## config.mk

```make
export PLATFORM = sky130hd
export DESIGN_NAME = lfsr_link_exerciser
export DESIGN_NICKNAME = d
export VERILOG_FILES = /design/src/rtl/lfsr_link_exerciser.sv
export SDC_FILE = /design/constraint.sdc
export NUM_CORES = 1
export LEC_CHECK = 0
export CAP_MARGIN = 20
export CORE_UTILIZATION = 50
export DETAILED_ROUTE_END_ITERATION = 12
export PLACE_DENSITY = 0.78
export SETUP_SLACK_MARGIN = 0.2
export SLEW_MARGIN = 20
export SYNTH_ARGS = -nofsm -noshare
export SYNTH_HDL_FRONTEND = slang
export SYNTH_SLANG_ARGS = --single-unit
```

## constraint.sdc

```tcl
create_clock -name clk -period 3.1 [get_ports clk]
set_input_delay 0.465 -clock clk [delete_from_list [all_inputs] [get_ports clk]]
set_output_delay 0.465 -clock clk [all_outputs]
set_load 0.02 [all_outputs]
```

## src/rtl/lfsr_link_exerciser.sv

```systemverilog
// lfsr_link_exerciser: stimulus sequencer for the LFSR generator/checker link.
// One start pulse runs seed load, lock acquisition, a corruption burst,
// confirmation of lock loss and re-lock, then reports the result.
module lfsr_link_exerciser #(
    parameter logic [7:0] TIMEOUT = 8'd200
) (
    input  logic       clk,
    input  logic       rst,
    input  logic       i_start,
    input  logic [7:0] i_seed_cfg,
    input  logic [3:0] i_inject_len,
    input  logic       i_lock,
    output logic       o_valid,
    output logic [7:0] o_seed,
    output logic       o_soft_rst,
    output logic       o_corrupt,
    output logic       o_busy,
    output logic       o_done,
    output logic       o_pass,
    output logic [7:0] o_lock_cycles,
    output logic [7:0] o_unlock_cycles
);

    typedef enum logic [2:0] {
        IDLE,
        SEED,
        ACQUIRE,
        INJECT,
        WAIT_UNLOCK,
        RELOCK,
        DONE
    } state_t;

    state_t     state;
    state_t     next_state;
    logic [7:0] cnt;
    logic       unl_seen;
    logic [3:0] len_q;

    logic [8:0] cnt_inc;
    logic       timeout_hit;
    logic       inject_last;

    logic       valid_d;
    logic       soft_rst_d;
    logic       corrupt_d;
    logic       busy_d;
    logic       done_d;

    // The counter sum is one bit wider so a limit of 255 compares cleanly.
    assign cnt_inc     = {1'b0, cnt} + 9'd1;
    assign timeout_hit = (cnt_inc >= {1'b0, TIMEOUT});
    assign inject_last = (cnt_inc >= {5'b0, len_q});

    // State register.
    always_ff @(posedge clk or posedge rst) begin
        if (rst) begin
            state <= IDLE;
        end else begin
            state <= next_state;
        end
    end

    // Next-state decision; lock takes priority over an expiring timeout.
    always_comb begin
        next_state = state;
        case (state)
            IDLE: begin
                if (i_start) begin
                    next_state = SEED;
                end
            end
            SEED: begin
                next_state = ACQUIRE;
            end
            ACQUIRE: begin
                if (i_lock) begin
                    next_state = (len_q == 4'd0) ? DONE : INJECT;
                end else if (timeout_hit) begin
                    next_state = DONE;
                end
            end
            INJECT: begin
                if (inject_last) begin
                    next_state = (unl_seen || !i_lock) ? RELOCK : WAIT_UNLOCK;
                end
            end
            WAIT_UNLOCK: begin
                if (!i_lock) begin
                    next_state = RELOCK;
                end else if (timeout_hit) begin
                    next_state = DONE;
                end
            end
            RELOCK: begin
                if (i_lock || timeout_hit) begin
                    next_state = DONE;
                end
            end
            DONE: begin
                next_state = IDLE;
            end
            default: begin
                next_state = IDLE;
            end
        endcase
    end

    // Strobe decode from the upcoming state so the registered strobes line up with it.
    always_comb begin
        valid_d    = 1'b0;
        soft_rst_d = 1'b0;
        corrupt_d  = 1'b0;
        busy_d     = 1'b0;
        done_d     = 1'b0;
        case (next_state)
            SEED: begin
                soft_rst_d = 1'b1;
                busy_d     = 1'b1;
            end
            ACQUIRE, WAIT_UNLOCK, RELOCK: begin
                valid_d = 1'b1;
                busy_d  = 1'b1;
            end
            INJECT: begin
                valid_d   = 1'b1;
                corrupt_d = 1'b1;
                busy_d    = 1'b1;
            end
            DONE: begin
                done_d = 1'b1;
            end
            default: begin
                valid_d = 1'b0;
            end
        endcase
    end

    // Registered strobes.
    always_ff @(posedge clk or posedge rst) begin
        if (rst) begin
            o_valid    <= 1'b0;
            o_soft_rst <= 1'b0;
            o_corrupt  <= 1'b0;
            o_busy     <= 1'b0;
            o_done     <= 1'b0;
        end else begin
            o_valid    <= valid_d;
            o_soft_rst <= soft_rst_d;
            o_corrupt  <= corrupt_d;
            o_busy     <= busy_d;
            o_done     <= done_d;
        end
    end

    // Phase counter, latched configuration and run results.
    always_ff @(posedge clk or posedge rst) begin
        if (rst) begin
            cnt             <= 8'd0;
            unl_seen        <= 1'b0;
            len_q           <= 4'd0;
            o_seed          <= 8'd0;
            o_pass          <= 1'b0;
            o_lock_cycles   <= 8'd0;
            o_unlock_cycles <= 8'd0;
        end else begin
            case (state)
                IDLE: begin
                    if (i_start) begin
                        o_seed          <= i_seed_cfg;
                        len_q           <= i_inject_len;
                        o_pass          <= 1'b0;
                        o_lock_cycles   <= 8'd0;
                        o_unlock_cycles <= 8'd0;
                        unl_seen        <= 1'b0;
                    end
                end
                SEED: begin
                    cnt <= 8'd0;
                end
                ACQUIRE: begin
                    cnt <= cnt_inc[7:0];
                    if (i_lock) begin
                        o_lock_cycles <= cnt_inc[7:0];
                        if (len_q == 4'd0) begin
                            o_pass <= 1'b1;
                        end else begin
                            cnt <= 8'd0;
                        end
                    end
                end
                INJECT: begin
                    cnt <= cnt_inc[7:0];
                    if (!i_lock && !unl_seen) begin
                        o_unlock_cycles <= cnt_inc[7:0];
                        unl_seen        <= 1'b1;
                    end
                    if (inject_last && (unl_seen || !i_lock)) begin
                        cnt <= 8'd0;
                    end
                end
                WAIT_UNLOCK: begin
                    cnt <= cnt_inc[7:0];
                    if (!i_lock) begin
                        o_unlock_cycles <= cnt_inc[7:0];
                        unl_seen        <= 1'b1;
                        cnt             <= 8'd0;
                    end
                end
                RELOCK: begin
                    cnt <= cnt_inc[7:0];
                    if (i_lock) begin
                        o_pass <= 1'b1;
                    end
                end
                default: begin
                    cnt <= cnt;
                end
            endcase
        end
    end

endmodule
```

* Yosys cells after proc, flatten, opt, wreduce, memory -nomap -nowiden
Cells that the tools add are included.
** Storage, ports and cells
- Memories :: 0
- Logic and storage cells :: 84
- Bits in read-only memories :: 0
- Latch bits :: 0
- Output and inout bits :: 30
- Memory bits (writable) :: 0
- Input bits :: 16
- Register bits :: 46
** Cells by class
- Equality and inequality tests :: 17
- Shift operators :: 0
- Reductions and logical operators :: 18
- Add/sub/neg operators :: 1
- Bitwise operators :: 0
- Multiplexer cells :: 33
- Multiply operators :: 0
- $lt $le $gt $ge :: 2
- Div/mod/pow operators :: 0
** Operators with widths (number)
- 8-bit 2-to-1 mux :: 8
- 8-bit one-hot mux with 5 select lines :: 1
- 8-bit one-hot mux with 3 select lines :: 1
- 3-bit 2-to-1 mux :: 7
- 3-bit one-hot mux with 6 select lines :: 1
- 8-bit one-hot mux with 2 select lines :: 1
- 3-bit == test (second input constant) :: 5
- 3-bit by 2-bit == test with 1-bit output (second input constant) :: 4
- 1-bit 2-to-1 mux :: 12
- 2-bit inequality test (second input constant) :: 6
- 8-bit by 1-bit adder with 9-bit output (second input constant) :: 1
- 9-bit by 4-bit greater-or-equal comparator with 1-bit output :: 1
- 9-bit by 8-bit greater-or-equal comparator with 1-bit output (second input constant) :: 1
- 3-bit by 1-bit == test with 1-bit output (second input constant) :: 2
- 1-bit one-hot mux with 3 select lines :: 2
- 3-bit nonzero test :: 2
- 5-bit AND reduction :: 1
- 5-bit nonzero test :: 1
- 5-bit OR reduction :: 1
- 4-bit logical NOT :: 1
- 4-bit AND reduction :: 1
- 4-bit OR reduction :: 1
- 3-bit logical NOT :: 1
- 3-bit AND reduction :: 1
- other kinds (5) :: 8

* Depth between registers and ports, before layout
Gate-level depths: netlist of run 1.
- Depth after elaboration :: 8
- Mapped depth :: 10
- Depth with buffers taken out :: 10

* Worst setup path before layout of run 1
Ideal clock, no wire load.
- Path kind :: reg-to-reg
- Start :: register cnt[0]
- End :: register o_valid
- Slack :: 0.464 ns
- Arrival :: 2.555 ns
- Clock period less this slack :: 2.636 ns
- Setup time :: 0.081 ns
- Data required time :: 3.019 ns
- Path buffers :: 0
- Stages on the path, launching flop included :: 10
- Path through :: dfrtp_1 > ha_1 > ha_1 > a21oi_1 > maj3_1 > o211ai_1 > a21oi_1 > nor3_2 > mux2_4 > o211ai_2
** On the way
- Cells in the longest elaborated chain, start to end :: 8
- Elaborated cells between the ends (all ways) :: 16
- Those cells by class :: 1 x add/sub; 2 x order compare; 4 x eq/ne; 7 x mux; 2 x reduce/logical
** Ends and longest elaborated chain
- start: declaration :: line 36 : logic [7:0] cnt;
- start signal: assignment :: line 182 : cnt <= cnt_inc[7:0];
- start signal: assignment :: line 193 : cnt <= cnt_inc[7:0];
- start signal: assignment :: line 203 : cnt <= cnt_inc[7:0];
- 8-bit by 1-bit adder with 9-bit output (*) :: line 51 : assign cnt_inc = {1'b0, cnt} + 9'd1;
- 9-bit by 8-bit greater-or-equal comparator with 1-bit output :: line 52 : assign timeout_hit = (cnt_inc >= {1'b0, TIMEOUT});
- 3-bit 2-to-1 mux / 1-bit logical OR (equally long branches) :: line 79, 91, 96
- 3-bit 2-to-1 mux (on tied branches) :: line 89, 77, 96
- 3-bit one-hot mux with 6 select lines (*) :: line 67 : case (state)
- 3-bit by 2-bit == test with 1-bit output / 3-bit == test (equally long branches) :: line 116 : case (next_state)
- 4-bit OR reduction (no line) (*)
- 1-bit 2-to-1 mux (*) :: line 116
- via valid_d :: line 44 : logic valid_d;
- end signal: assignment :: line 148 : o_valid <= valid_d;
- end: declaration :: line 13 : output logic o_valid,
The timed path passes the listed nets; every way through them passes the cells marked *.
A chain may end at the register's enable or synchronous reset.

* Worst setup path after layout of run 1
Same ends and word-level chain as after synthesis.

==> results list, run 1 <==
- Status: completed
- Full die area: 4920 µm²
- # diodes: 0
- The area growth from synthesis to layout is 27.7%.
* Antenna violation net count after detailed routing: 0
* Largest net degree at the start of global routing: 47
- Total setup violations reported at the end of the flow: 0
- The clock passes through at most 2 buffers.
* Path class of the lowest-slack min-delay path: reg -> reg
- The average instance in the mapped netlist occupies 9.25 µm².
* Fin Setup TNS: 0 ps
* Clock transition at the register clock pins on the worst setup and hold paths after CTS: 90 ps
* Total Wirelength: 5.31 mm
- Fin nets: 318
- Type of element capturing the critical path: register
- Max-cap violations in this run came to 0.
- Global routing used 22.7% of the available tracks.
- Buffers inserted to repair hold after CTS numbered 0.
- For this run, the leading register cell type out of synthesis is sky130_fd_sc_hd__dfrtp_1.
- Initial antenna violation count: 0
- Synthesis handed over a netlist of 251 instances.
- Overall via count from detail_route: 1,964
* Residual DRC count: 0
- The region available for standard cell placement spans 4410 µm².
- The cell area that synthesis handed to floorplanning was 2320 µm².
- When the netlist entered floorplanning its net count stood at 272.
- In this run the clock root is driven by a sky130_fd_sc_hd__clkbuf_8.
* Number of design-rule violations left by the first detailed-router iteration: 214
* Final-layout fill cell count: 362
* Placed cell area: 2800 µm²
* First-pass iteration count of the detailed router: 4
- CP Class: reg -> reg
- Summed over all layers, the global routing overflow is 0.
- The post-route netlist has 9.06% of its cells at a drive strength greater than 1.
- Of the available clock period, the critical path in the final layout requires 90.3%.
* Worst vdd rail ir drop: 0.496 mV
* EDFF count, synth: 0
- Yosys mapped the design onto 47 distinct sky130hd cell types.
- The number of clock buffers added by TritonCTS is 5.
- Worst-margin pin slew: 559 ps
- Register area share after synthesis: 49.6%
- I/O pin cnt: 46
* FF+latch count, synth: 46
* Vias in the first global route: 1,812
- The finished cells cover 2970 µm².
- Total power density per cell area: 897 nW/µm²
- Detailed Place HPWL: 3.48 mm
- The number of hold violations in the final report was 0.
- Worst clock skew: 8.41 ps
- Number of cells in the finished layout apart from fillers: 350
- Routed via count divided by cell count: 5.61
- Number of input and output port buffers inserted: 45
- Time the worst path needs with I/O delays and setup: 2800 ps
* Sinks on the clock net: 46
- Synthesis warning total: 0
* Worst slew margin relative to its limit: 62.8%
- Clock tree from TritonCTS: yes
- Dividing the detail-routed wire length by the instance count gives 15.2 µm.
* Achievable clock frequency: 357 MHz
- Unrepaired setup endpoints after global routing: false
- The later pin in the worst-skew pair is clocked with a latency of 300 ps.
- Final RePlAce weighted congestion: 0.845
- From left edge to right edge, the die measures 70.2 µm.
* Effective utilization at floorplan: 52.6%
- Static power due to leakage: 1.30 nW
- Data arrives at the worst endpoint at 3020 ps.
- The H-tree was split into 2 levels.
- Along the worst path, the maximum fanout reaches 6.
* Required time worst endpoint: 3330 ps
- The floorplan has 24 rows.
- The number of placed instances, taps included, is 337.
- Post-synthesis async set-or-reset flop share: 100%
- Total count of max-transition violations in the final report: 0
- Worst Hold Slack: 476 ps
- Element type at the critical path start: register
- DIE HEIGHT: 70.2 µm
* Global-route wire length before repair: 8.69 mm
[cell type report]
class	instances	area, µm²	share of cell area (%)
clock inverters	2	12.5	0.422
clock buffers	6	82.6	2.78
inverters	12	45.0	1.52
flip-flops and latches	46	1150	38.9
repair buffers	53	520	17.6
well taps	52	65.1	2.19
multi-input cells	179	1090	36.6
[routing by layer]
metal	track usage (%)	vias to the layer above	share of wire (%)	wire, µm
met5	0	-	0	0
met4	6.67	0	0.79	42
met3	5.05	6	3.6	190
met2	35.7	38	49	2580
met1	31.5	955	47	2490
li1	-	965	-	-
[per-stage QoR]
step	setup WS [ps]	total power, mW	util [%]
2_1_floorplan	464	1.70	-
3_3_place_gp	336	2.10	63.5
3_5_place_dp	248	2.13	63.5
4_1_cts	231	2.52	65.6
5_1_grt	211	2.84	67.2
6_report	301	2.66	67.2
[cell families (layout without fill, tap and decap cells)]
family / after synthesis / count (layout) / share of synthesized area [%]
DFF: 46 / 46 / 49.6
muxes: 10 / 10 / 4.53
adders and majority gates: 6 / 6 / 3.13
buffers and inverters: 26 / 73 / 4.47
and+or+nand+nor: 99 / 99 / 19.9
AOI/OAI and AO/OA: 57 / 57 / 15.8
xor gates and xnor gates: 7 / 7 / 2.64
[layout by cell type, fill, tap and decap left out, types with 5 or more instances in the layout]
| cell type | n |
|---|---|
| sky130_fd_sc_hd__a21oi_1 | 10 |
| sky130_fd_sc_hd__buf_4 | 6 |
| sky130_fd_sc_hd__clkbuf_8 | 6 |
| sky130_fd_sc_hd__clkdlybuf4s50_1 | 45 |
| sky130_fd_sc_hd__dfrtp_1 | 44 |
| sky130_fd_sc_hd__ha_1 | 5 |
| sky130_fd_sc_hd__inv_1 | 11 |
| sky130_fd_sc_hd__mux2i_1 | 9 |
| sky130_fd_sc_hd__nand2_1 | 55 |
| sky130_fd_sc_hd__nand3_1 | 12 |
| sky130_fd_sc_hd__nor2_1 | 7 |
| sky130_fd_sc_hd__o21ai_0 | 22 |
[cell usage after synthesis (4+ instances only)]
cell type	number	area, µm²
sky130_fd_sc_hd__clkbuf_1	8	30.0
sky130_fd_sc_hd__nand3_1	12	60.1
sky130_fd_sc_hd__ha_1	5	62.6
sky130_fd_sc_hd__nand2_1	55	206
sky130_fd_sc_hd__and3_1	4	25.0
sky130_fd_sc_hd__o21ai_0	22	110
sky130_fd_sc_hd__nor2_1	7	26.3
sky130_fd_sc_hd__dfrtp_1	46	1150
sky130_fd_sc_hd__xnor2_1	4	35.0
sky130_fd_sc_hd__a21oi_1	11	55.1
sky130_fd_sc_hd__nand2b_1	4	25.0
sky130_fd_sc_hd__mux2i_1	9	90.1
sky130_fd_sc_hd__inv_1	12	45.0
[worst max-delay path: stages, from the launching register on]
cell                       delay, ps
sky130_fd_sc_hd__dfrtp_2         450
sky130_fd_sc_hd__ha_1            340
sky130_fd_sc_hd__ha_1            290
sky130_fd_sc_hd__a21oi_1          70
sky130_fd_sc_hd__maj3_1          350
sky130_fd_sc_hd__o211ai_1        390
sky130_fd_sc_hd__a21oi_2         130
sky130_fd_sc_hd__nor3_4          250
sky130_fd_sc_hd__mux2_4          330
sky130_fd_sc_hd__o211ai_2        130
[state kept, by name, summed over array words and instances, names as in the netlist, 3 cells and up]
name and cells:
o_seed 8, cnt 8, len_q 4, o_unlock_cycles 8, o_lock_cycles 8, state 3
[where the power goes]
part	switching, mW	internal, mW	total, mW
sequential	0.164	0.781	0.944
clock	0.200	0.179	0.380
combinational	0.724	0.612	1.34
total	1.09	1.57	2.66
[what timing repair did]
| action | CTS | global route |
|---|---|---|
| resized for setup | 0 | 5 |
| endpoints found under the setup margin | 0 | 3 |
| setup buffers | 0 | 5 |
[final timing paths]
check / to / cells after the start / slack (ps) / from
min: o_seed[5] / 2 / 480 / o_seed[5]
max reg2reg: o_valid / 9 / 300 / cnt[0]
min reg2reg: o_seed[5] / 2 / 480 / o_seed[5]
max: o_valid / 9 / 300 / cnt[0]
min in group asynchronous: o_soft_rst / 3 / 610 / rst
max in group asynchronous: cnt[1] / 3 / 2080 / rst
No activity file was read; power rests on OpenSTA's default activity.
==> inputs of run 2 (changes only) <==
ABC_AREA = 0   (was not set)
==> results of run 2 <==
Same layout as run 1: the final DEF is identical, and so are final timing and power.
==> inputs of run 3 (changes only) <==
PLACE_DENSITY = 0.8   (was 0.78)
==> run 3 against run 2 <==
Net effect:
- register-to-register slack gained 80 ps
- fmax grew 2.8%
- count of clock-buffer cells in the layout shrank 1
- largest cell class unchanged
- core utilization shrank 0.26 points
- sequential power shrank 0.6%
- first-iteration DRC count shrank 4.2%
- non-clock buffer count shrank 2
- critical endpoint unchanged
- die area is the same
==> results list, run 3 (synthesis gave the netlist of run 1 again) <==
- Status: completed (unchanged)
- Buffer depth of the longest clock path: 2 (unchanged)
- Element type at the critical path start: register (unchanged)
* Total power density per cell area: 869 nW/µm² (was 897 nW/µm²)
* Clock power share: 13.6% (was 14.3%)
* Cell internal pwr: 1.52 mW (was 1.57 mW)
- Vias in the first global route: 1,792 (was 1,812)
- Effective utilization at floorplan: 52.6% (unchanged)
- The routed wire length is 4.99 mm (was 5.31 mm).
- Wirelength per Cell: 14.4 µm (was 15.2 µm)
- CP Class: reg -> reg (unchanged)
- The maximum level of the CTS H-tree is 2 (unchanged).
- The worst hold slack after final layout is 479 ps (was 476 ps).
- The number of sinks driven by the clock tree was 46 (unchanged).
- The detailed-placement wirelength estimate was 3.42 mm (was 3.48 mm).
* Final critical-path share of the clock period: 87.9% (was 90.3%)
* Net switching power: 1.04 mW (was 1.09 mW)
- Worst clock skew: 9.18 ps (was 8.41 ps)
* Inserted Clock Buffers: 5 (unchanged)
- Most common library cell in the layout ignoring fill and taps: sky130_fd_sc_hd__nand2_1 (unchanged)
- The switching share of total power is 40.6% (was 40.9%).
- The maximum fanout count along the critical path is 6 (unchanged).
* Initial antenna violation count: 0 (unchanged)
- The static leakage came to 1.28 nW (was 1.30 nW).
* Number of cells in the finished layout apart from fillers: 347 (was 350)
- The clock tree from TritonCTS was yes (unchanged).
- Logic gate share of total power: 49.8% (was 50.2%)
* Fin nets: 316 (was 318)
- The floorplan die height was 70.2 µm (unchanged).
- Endpoint arrival time on the critical path: 2940 ps (was 3020 ps)
- The via density per instance was 5.66 (was 5.61).
- The highest ir drop seen on vdd was 0.565 mV (was 0.496 mV).
- The relative slew slack is 39.4% (was 62.8%).
- Layout cells sized above 1: 9.83% (was 9.06%)
- # diodes: 0 (unchanged)
- Clock transition at the register clock pins on the worst setup and hold paths after CTS: 90 ps (about the same)
- Total placed cells including tap cells: 336 (was 337)
- Total count of max-transition violations in the final report: 0 (unchanged)
* Full die area: 4920 µm² (unchanged)
- The total global routing track utilization came to 22.0% (was 22.7%).
- I/O pin cnt: 46 (unchanged)
* Fin Setup TNS: 0 ps (unchanged)
- The largest net degree at the start of global routing is 47 (unchanged).
- The via total after detailed routing came to 1,963 (was 1,964).
* Number of design-rule violations left by the first detailed-router iteration: 205 (was 214)
* Overflow left after global routing: 0 (unchanged)
- The final period demand of the worst path came to 2720 ps (was 2800 ps).
- Clock Root Buffer: sky130_fd_sc_hd__clkbuf_8 (unchanged)
- The slack of the critical path came to 376 ps (was 301 ps).
- The critical path capture point type is a register (unchanged).
- The number of hold violations in the final report is 0 (unchanged).
- Final-layout fill cell count: 343 (was 362)
- Core Region: 4410 µm² (unchanged)
- Required time worst endpoint: 3320 ps (was 3330 ps)
- Pre-CTS setup slack: 240 ps (was 248 ps)
* Clock insertion delay at the later pin of the skew report: 300 ps (about the same)
* Residual DRC count: 0 (unchanged)
* Worst-margin pin slew: 908 ps (was 559 ps)
- The number of detailed-routing iterations run before antenna repair is 4 (unchanged).
* Global-route wire length before repair: 8.53 mm (was 8.69 mm)
- Flop pwr share: 36.5% (was 35.5%)
- Leading cell types in the layout, fill and taps excluded: sky130_fd_sc_hd__nand2_1 (55), sky130_fd_sc_hd__clkdlybuf4s50_1 (45), sky130_fd_sc_hd__dfrtp_1 (44) (unchanged).
- The die extent in x came to 70.2 µm (unchanged).
- The synthesis-to-layout area growth came to 27.2% (was 27.7%).
- Total setup violations reported at the end of the flow: 0 (unchanged)
* Antenna violation net count after detailed routing: 0 (unchanged)
- The port buffer count came to 45 (unchanged).
- The highest attainable clock frequency is 367 MHz (was 357 MHz).
- Unrepaired setup endpoints after global routing: false (unchanged).
- Final Total Pwr: 2.57 mW (was 2.66 mW)
- Path class of the lowest-slack min-delay path: reg -> reg (unchanged)
- Max capacitance violation total: 0 (unchanged)
- The global placement routability congestion was 0.909 (was 0.845).
- Number of rows in the core area: 24 (unchanged)
run 3: worst max-delay path, cell delays in order (launching register included):
cell and delay [ps]:
sky130_fd_sc_hd__dfrtp_2 470, sky130_fd_sc_hd__buf_4 160, sky130_fd_sc_hd__and3_1 220, sky130_fd_sc_hd__xnor2_2 230, sky130_fd_sc_hd__inv_1 70, sky130_fd_sc_hd__ha_1 270
sky130_fd_sc_hd__inv_1 30, sky130_fd_sc_hd__o211ai_1 340, sky130_fd_sc_hd__a21oi_2 130, sky130_fd_sc_hd__nor3_4 250, sky130_fd_sc_hd__mux2_4 320, sky130_fd_sc_hd__o211ai_2 140
run 3: cell type report:
| class | instances | area [µm²] | share of cell area, % |
|---|---|---|---|
| Tap cell | 52 | 65.1 | 2.20 |
| Inverter | 12 | 45.0 | 1.52 |
| Clock inverter | 2 | 15.0 | 0.508 |
| Timing Repair Buffer | 51 | 495 | 16.8 |
| Clock buffer | 5 | 68.8 | 2.33 |
| Multi-Input combinational cell | 179 | 1110 | 37.6 |
| Sequential cell | 46 | 1150 | 39.1 |
run 3: stage by stage:
step	cell area [µm²]	util [%]
global placement	2790	63.3
global route	2950	66.9
CTS	2880	65.2
floorplan	2320	-
finish	2950	66.9
detailed placement	2790	63.3
run 3: power groups by stage:
stage | Sequential, mW | Clock [mW] | Combinational, mW
finish | 0.938 | 0.350 | 1.28
global route | 0.967 | 0.386 | 1.41
CTS | 0.933 | 0.361 | 1.17
global placement | 0.942 | 0 | 1.15
floorplan | 1.03 | 0 | 0.679
detailed placement | 0.943 | 0 | 1.17
run 3: timing repair:
action / CTS / global route
hold buffers: 0 / 0
setup endpoints to repair: 0 / 6
gates resized for setup: 0 / 9
setup buffers: 0 / 4
run 3: routing by layer:
layer,vias to the layer above,track usage [%],routed length [µm]
li1,957,-,-
met1,950,31.6,2370
met2,50,32.8,2350
met3,6,4.62,215
met4,0,8.22,57
met5,-,0,0
run 3: path summary, 6_finish.rpt:
kind | start | to | slack (ps) | depth (start not counted)
max in group asynchronous | rst | cnt[1] | 1790 | 2
hold reg to reg | o_seed[4] | o_seed[4] | 480 | 2
setup / recovery | cnt[0] | o_valid | 380 | 11
hold / removal | o_seed[4] | o_seed[4] | 480 | 2
setup reg to reg | cnt[0] | o_valid | 380 | 11
min in group asynchronous | rst | o_soft_rst | 680 | 2
